## src/rtl/ofd_pipe_bank.sv

```systemverilog
// ofd_pipe_bank: pad-side output register bank with valid tagging.
// A DEPTH-stage data/valid pipe with clock enable, valid-only flush,
// optional hold-last output stage and a wrapping transfer counter.
// Q/QV/XCNT come straight from flops; nothing combinational reaches the pins.
module ofd_pipe_bank #(
    parameter int unsigned      WIDTH = 4,
    parameter int unsigned      DEPTH = 1,
    parameter logic [WIDTH-1:0] INIT  = '0,
    parameter int unsigned      MODE  = 0,
    parameter int unsigned      CNT_W = 16
) (
    input  logic             CK,
    input  logic             RST,
    input  logic             CE,
    input  logic             FLUSH,
    input  logic [WIDTH-1:0] D,
    input  logic             DV,
    output logic [WIDTH-1:0] Q,
    output logic             QV,
    output logic [CNT_W-1:0] XCNT
);

    localparam int unsigned LAST = DEPTH - 1;

    // Reject unsupported configurations at elaboration.
    if (WIDTH < 1 || WIDTH > 64) begin : g_bad_width
        $error("ofd_pipe_bank: WIDTH must be in 1..64");
    end
    if (DEPTH < 1 || DEPTH > 8) begin : g_bad_depth
        $error("ofd_pipe_bank: DEPTH must be in 1..8");
    end
    if (MODE > 1) begin : g_bad_mode
        $error("ofd_pipe_bank: MODE must be 0 or 1");
    end
    if (CNT_W < 1 || CNT_W > 64) begin : g_bad_cnt
        $error("ofd_pipe_bank: CNT_W must be in 1..64");
    end

    logic [WIDTH-1:0] s_q [DEPTH];
    logic [WIDTH-1:0] s_d [DEPTH];
    logic             v_q [DEPTH];
    logic             v_d [DEPTH];
    logic [CNT_W-1:0] xcnt_q;
    logic [CNT_W-1:0] xcnt_d;

    // Valid bit arriving at the last stage this cycle (DV itself for a single stage).
    logic last_in_v;

    // Select the feed of the last stage without indexing below stage 0.
    if (DEPTH == 1) begin : g_feed_single
        assign last_in_v = DV;
    end else begin : g_feed_chain
        assign last_in_v = v_q[DEPTH-2];
    end

    // A word counts as transferred only when it really enters the last stage.
    logic take_last;
    assign take_last = CE && last_in_v && !FLUSH;

    // Next-state for data stages, valid bits and transfer counter.
    always_comb begin
        for (int k = 0; k < int'(DEPTH); k++) begin
            s_d[k] = s_q[k];
            v_d[k] = v_q[k];
        end
        xcnt_d = xcnt_q;

        if (CE) begin
            s_d[0] = D;
            v_d[0] = DV;
            for (int k = 1; k < int'(DEPTH); k++) begin
                s_d[k] = s_q[k-1];
                v_d[k] = v_q[k-1];
            end
            // Hold-last: output data only moves when a real word arrives.
            if (MODE == 1 && !take_last) begin
                s_d[LAST] = s_q[LAST];
            end
            if (take_last) begin
                xcnt_d = xcnt_q + CNT_W'(1);
            end
        end

        // Flush kills every valid tag but leaves the data path alone.
        if (FLUSH) begin
            for (int k = 0; k < int'(DEPTH); k++) begin
                v_d[k] = 1'b0;
            end
        end
    end

    // State registers with synchronous reset overriding CE and FLUSH.
    always_ff @(posedge CK) begin
        if (RST) begin
            for (int k = 0; k < int'(DEPTH); k++) begin
                s_q[k] <= INIT;
                v_q[k] <= 1'b0;
            end
            xcnt_q <= '0;
        end else begin
            for (int k = 0; k < int'(DEPTH); k++) begin
                s_q[k] <= s_d[k];
                v_q[k] <= v_d[k];
            end
            xcnt_q <= xcnt_d;
        end
    end

    assign Q    = s_q[LAST];
    assign QV   = v_q[LAST];
    assign XCNT = xcnt_q;

endmodule

```

## config.mk

```make
export PLATFORM = sky130hd
export DESIGN_NAME = ofd_pipe_bank
export DESIGN_NICKNAME = d
export VERILOG_FILES = /design/src/rtl/ofd_pipe_bank.sv
export SDC_FILE = /design/constraint.sdc
export NUM_CORES = 1
export LEC_CHECK = 0
export ABC_AREA = 1
export ABC_CLOCK_PERIOD_IN_PS = 2930
export BUFFER_PORTS_ARGS = -buffer_cell sky130_fd_sc_hd__buf_2
export CORE_MARGIN = 2
export CORE_UTILIZATION = 50
export DETAILED_ROUTE_END_ITERATION = 8
export PLACE_DENSITY = 0.77
export SETUP_SLACK_MARGIN = 0.15
export SYNTH_ARGS = -nofsm -noshare
export SYNTH_HDL_FRONTEND = slang
export SYNTH_SLANG_ARGS = --single-unit
```

## constraint.sdc

```tcl
create_clock -name CK -period 2.93 [get_ports CK]
set_clock_uncertainty 0.15 [all_clocks]
set_input_delay 0 -clock CK [delete_from_list [all_inputs] [get_ports CK]]
set_output_delay 0 -clock CK [all_outputs]
set_load 0.02 [all_outputs]
```

==> impl_metrics.tcl, run 1 <==
set metrics [dict create \
    seq_area_um2 420.4 \
    setup_violations 0 \
    drc 0 \
    grt.overflow.total 0 \
    clk-insertion-delay-late_ns 0.32 \
    peakVddDrop_mv 0.3523 \
    n_fill_cell 166 \
    max_freq_mhz 472.4 \
    postLayoutCellArea_um2 1428 \
    ios 30 \
    maxCapViolations 0 \
    synth_top_family_by_area "simple AND/OR/NAND/NOR gates" \
    vias 1142 \
    avgViaCountPerCell 5.009 \
    die-area_um2 2493 \
    intPower_w 0.0003726 \
    power.leakage_nw 0.6778 \
    cts_tree "done" \
    crit_type "in2reg" \
    yosys_warnings 0 \
    final_cell_mix "nand2_1 (32), buf_2 (29), nor2_1 (27), inv_1 (23), dfxtp_1 (21)" \
    synthXorXnorAreaFrac_pct 0 \
    async_flop_share_pct 0 \
    min_path_type "in2reg" \
    initial_core_util_pct 53.22 \
    avgRoutedWirePerCell_um 11.99 \
    finalSetupTns_ns 0 \
    antennaDiodeCount 0 \
    grt_start_max_net_pins 19 \
    power.density_nw_per_um2 356.9 \
    routabilityCongestion 0.7825 \
    coreArea_um2 1982 \
    ant_nets 0 \
    grt_pass1_vias 1058 \
    fp.dieW_um 49.93 \
    layout_commonest_cell "nand2_1" \
    cts_resized 0 \
    synth_edf_count 0 \
    yosys.area_share.simple_pct 39.38 \
    cp-end-kind "flip-flop" \
    cts.path.max_buffers 2 \
    ys_seq_area_share_pct 39.86 \
    p_comb_share_pct 12.7 \
    cp-start-kind "primary input" \
    synthesis.nets 162 \
    syn-cell-area_um2 1055 \
    period_needed_ns 2.117 \
    final_nets 212 \
    drt-total-wl_um 2734 \
    hpwl_um 1724 \
    placed_area_um2 1230 \
    synth-adder-area-share_pct 1.186 \
    required_ns 2.99 \
    synth-compound-area-share_pct 11.03 \
    worstMarginPinSlew_ns 0.5069 \
    synth.distinct_cells 20 \
    critPathMaxFanout 7 \
    p_total_w 0.0005095 \
    antenna_found_initial 0 \
    rows 16 \
    grt_pass1_wl_um 4402 \
    post-route-period-util_pct 72.25 \
    hold_viol 0 \
    preCtsSetupSlack_ns 1.386 \
    arrival_ns 2.18 \
    die_h_um 49.93 \
    htreeDepth 1 \
    synth_top_flop_cell "dfxtp_1" \
    first_iter_violations 19 \
    cts_buffers 3 \
    clkPwrFrac_pct 29.3 \
    synth_area_per_cell_um2 6.939 \
    finalMaxSlewViolations 0 \
    rsz0062_at_grt "no" \
    multi_input_area_um2 544.3 \
    post-cts-setup-buffers 0 \
    yosys-mux-area-fraction_pct 0 \
    drive_above_1_share_pct 23.88 \
    slew_headroom_pct 66.17 \
    status "finished, final reports clean" \
    cts_root_buffer "clkbuf_4" \
    ys_ff_latch 21 \
    holdWs_ns 0.2665 \
    firstDrtPassIters 4 \
    finalWorstSetupSlack_ns 0.8129 \
    netlist_instances 152 \
    p_seq_share_pct 58.0 \
    reg2reg_slack_ns 1.34 \
    path_clk_slew_ns 0.12 \
    switching_share_pct 26.88 \
    io_buffers 29 \
    cts_sinks 21 \
    p_switching_w 0.0001369 \
    grt_usage_pct 23.38 \
    syn2layout_area_growth_pct 35.35 \
]
[repair_timing]
item | 4_1_cts | 5_1_grt
endpoints found under the setup margin | 0 | 0
hold buffers | 17 | 0
endpoints found under the hold margin | 12 | 0
[worst max-delay path, stage by stage]
cell,delay [ns]
dlygate4sd3_1,0.54
buf_2,0.20
inv_1,0.13
nor2_1,0.12
dlygate4sd3_1,0.58
nor2_1,0.05
dlygate4sd3_1,0.55
[routing by layer]
metal / up-vias / track usage, % / wire length (um)
met5: - / 0 / 0
met1: 519 / 25.19 / 1140
met4: 0 / 15.74 / 119
met3: 12 / 3.939 / 123
met2: 38 / 41.33 / 1350
li1: 573 / - / -
[per-stage QoR]
stage,cells,utilization [%]
finish,228,72.03
global route,228,72.03
floorplan,152,-
CTS,228,72.03
detailed placement,207,62.06
global placement,207,62.06
[path summary, 6_finish.rpt]
kind / end / start / depth (start not counted)
worst min register to register: XCNT[6] / XCNT[6] / 2
worst max register to register: XCNT[14] / XCNT[1] / 8
worst max-delay path: s_q[0][1] / CE / 7
worst min-delay path: XCNT[13] / RST / 3
[cell families (layout without fill, tap and decap cells)]
kind of cell | count (synthesis) | after routing
compound gates | 22 | 22
flops | 21 | 21
buf+inv | 24 | 73
simple gates | 84 | 84
fa+ha+maj | 1 | 1
[cells in the mapped netlist (2+ instances only)]
library cell / number / area (um^2)
dfxtp_1: 21 / 420.4
nand2_1: 32 / 120.1
nor2_1: 27 / 101.4
nand2_4: 2 / 22.52
nand2_2: 3 / 18.77
o21ai_0: 10 / 50.05
nor2_2: 3 / 18.77
a21oi_1: 7 / 35.03
nand3_1: 6 / 30.03
nand3_2: 2 / 20.02
nor2_4: 3 / 33.78
o21ai_1: 3 / 15.01
inv_1: 23 / 86.33
nand4_1: 4 / 25.02
[power groups by stage]
stage / combinational [W] / clock, W / sequential [W]
4_1_cts: 0.0000617 / 0.000146 / 0.000295
6_report: 0.0000649 / 0.000149 / 0.000295
5_1_grt: 0.0000699 / 0.000160 / 0.000296
3_5_place_dp: 0.0000440 / 0 / 0.000301
2_1_floorplan: 0.0000183 / 0 / 0.000308
3_3_place_gp: 0.0000426 / 0 / 0.000301
[layout make-up]
type / count / area share (%)
multi-input combinational: 107 / 38.12
sequential: 21 / 29.45
timing repair buffer: 46 / 22.09
inverter: 23 / 6.047
tap: 27 / 2.366
clock buffer: 3 / 1.578
clock inverter: 1 / 0.3506
[state kept, by name, indices dropped and copies added (netlist names)]
register  cells
v_q           1
XCNT         16
s_q           4
Note: power is estimated with default switching activity, not from simulation.
==> inputs of run 2 (changes only) <==
--- a/config.mk
+++ b/config.mk
@@ -6,12 +6,12 @@
 export NUM_CORES = 1
 export LEC_CHECK = 0
 export ABC_AREA = 1
-export ABC_CLOCK_PERIOD_IN_PS = 2930
+export ABC_CLOCK_PERIOD_IN_PS = 1800
 export BUFFER_PORTS_ARGS = -buffer_cell sky130_fd_sc_hd__buf_2
 export CORE_MARGIN = 2
-export CORE_UTILIZATION = 50
+export CORE_UTILIZATION = 45
 export DETAILED_ROUTE_END_ITERATION = 8
-export PLACE_DENSITY = 0.77
+export PLACE_DENSITY = 0.73
 export SETUP_SLACK_MARGIN = 0.15
 export SYNTH_ARGS = -nofsm -noshare
 export SYNTH_HDL_FRONTEND = slang
==> constraint.sdc (replaced) <==
create_clock -name CK -period 1.8 [get_ports CK]
set_clock_uncertainty 0.15 [all_clocks]
set_input_delay 0 -clock CK [delete_from_list [all_inputs] [get_ports CK]]
set_output_delay 0 -clock CK [all_outputs]
set_load 0.02 [all_outputs]
==> run 2 against run 1 <==
- the flow now finishes with violations (negative hold slack)
- worst setup slack worse by 0.51 ns
- sequential power up 63%
- cell count decreased by 0.88%
- power is 60% higher
- count of clock-buffer cells in the layout is 1 higher
- hold slack got worse by 0.28 ns
- die area grew 10%
- via count fell by 3.7%
- clock power is 56% higher
- critical path type is now reg2reg
- highest routed layer unchanged
==> impl_metrics.tcl, run 2 (synthesized netlist as in run 1, its figures left out) <==
set metrics [dict create \
    avgRoutedWirePerCell_um 11.54 \
    cp-start-kind "flip-flop" \
    antennaDiodeCount 0 \
    finalWorstSetupSlack_ns 0.3062 \
    ant_nets 0 \
    min_path_type "in2reg" \
    p_total_w 0.0008133 \
    routabilityCongestion 0.7722 \
    peakVddDrop_mv 0.5884 \
    final_cell_mix "nand2_1 (32), buf_2 (29), nor2_1 (27), inv_1 (23), dfxtp_1 (19)" \
    slowest_delay_ns 0.38 \
    initial_core_util_pct 47.68 \
    rsz0062_at_grt "no" \
    drive_above_1_share_pct 24.75 \
    power.leakage_nw 0.6808 \
    critPathMaxFanout 5 \
    grt_util_met3_pct 3.429 \
    fp.dieW_um 52.42 \
    ios 30 \
    fin_cells 226 \
    placed_cells 208 \
    first_iter_violations 28 \
    fin_util_pct 63.52 \
    maxCapViolations 0 \
    crit_buf_inv 0 \
    drc 0 \
    period_needed_ns 1.494 \
    cp_slowest_cell "dfxtp_2" \
    grt_usage_pct 21.73 \
    hpwl_um 1670 \
    cp-end-kind "flip-flop" \
    worstMarginPinSlew_ns 0.4853 \
    violations "negative hold slack" \
    layout_commonest_cell "nand2_1" \
    setup_violations 0 \
    largest_reg_flops 16 \
    vias 1100 \
    path_common_cell "nand2_1" \
    finalSetupTns_ns 0 \
    cts_buffers 3 \
    arrival_ns 1.59 \
    die-area_um2 2747 \
    syn2layout_area_growth_pct 33.21 \
    slew_headroom_pct 67.61 \
    cts_sinks 21 \
    finalMaxSlewViolations 0 \
    post-cts-setup-buffers 0 \
    path_clk_slew_ns 0.12 \
    path_cells "ha_1 -> nand3_1 -> nor2_4 -> nand4_1 -> nand2_1 -> nand2_1 -> nor2_1" \
    top_usage_layer "met2" \
    grt.overflow.total 0 \
    io_buffers 29 \
    avgViaCountPerCell 4.867 \
    die_h_um 52.42 \
    holdWs_ns -0.01435 \
    firstDrtPassIters 4 \
    gr-usage-met1_pct 25.71 \
    cts_tree "done" \
    post-route-period-util_pct 82.99 \
    use_met2_pct 36.46 \
    final_nets 209 \
    coreArea_um2 2212 \
    required_ns 1.90 \
    cts_root_buffer "clkbuf_4" \
    drt-total-wl_um 2609 \
    power.density_nw_per_um2 578.8 \
    clk-insertion-delay-late_ns 0.30 \
    grt_pass1_wl_um 4250 \
    status "finished, violations left" \
    cts.path.max_buffers 2 \
    antenna_found_initial 0 \
    rows 17 \
    max_freq_mhz 669.4 \
    htreeDepth 1 \
    grt_pass1_vias 995 \
    hold_viol 1 \
    preCtsSetupSlack_ns 0.2985 \
    grt_start_max_net_pins 19 \
    crit_type "reg2reg" \
    cp_top_family "simple AND/OR/NAND/NOR gates" \
]
run 2: where the power goes:
part	internal [W]	switching, W	leakage, nW	total, W
clock	0.0000864	0.000147	0.0150	0.000233
sequential	0.000474	0.00000644	0.171	0.000481
combinational	0.0000442	0.0000547	0.495	0.0000990
run 2: cell type report:
class / instances / area, um^2
fill: 196 / 807.0
tap: 28 / 35.03
sequential: 21 / 422.9
timing repair buffer: 43 / 290.3
inverter: 23 / 86.33
clock buffer: 4 / 26.28
multi-input combinational: 107 / 544.3
run 2: worst paths after layout:
check,from,end,slack (ns),cells after the start
max,XCNT[1],XCNT[12],0.31,7
min,CE,XCNT[10],-0.01,5
max reg2reg,XCNT[1],XCNT[12],0.31,7
min reg2reg,v_q[0],v_q[0],0.34,2
run 2: routing by layer:
layer,routed length [um],share of wire [%],up-vias
li1,-,-,570
met1,1130,43,488
met2,1282,49,34
met3,109,4.2,8
met4,87,3.3,0
met5,0,0,-
run 2: worst reg2reg max path, stage by stage (launching register included):
cell,delay (ns)
dfxtp_2,0.38
ha_1,0.19
nand3_1,0.14
nor2_4,0.19
nand4_1,0.13
nand2_1,0.09
nand2_1,0.05
nor2_1,0.11
run 2: metrics by stage:
stage	hold slack, ns	area (um^2)
after floorplan	-0.08313	1055
after global placement	0.06788	1231
after detailed placement	0.06801	1231
after CTS	-0.01939	1398
after global routing	0.003148	1405
final	-0.01435	1405
run 2: what timing repair did:
item / CTS / global route
hold endpoints to repair: 11 / 0
hold buffers: 14 / 0
gates resized for setup: 0 / 4
endpoints found under the setup margin: 0 / 5
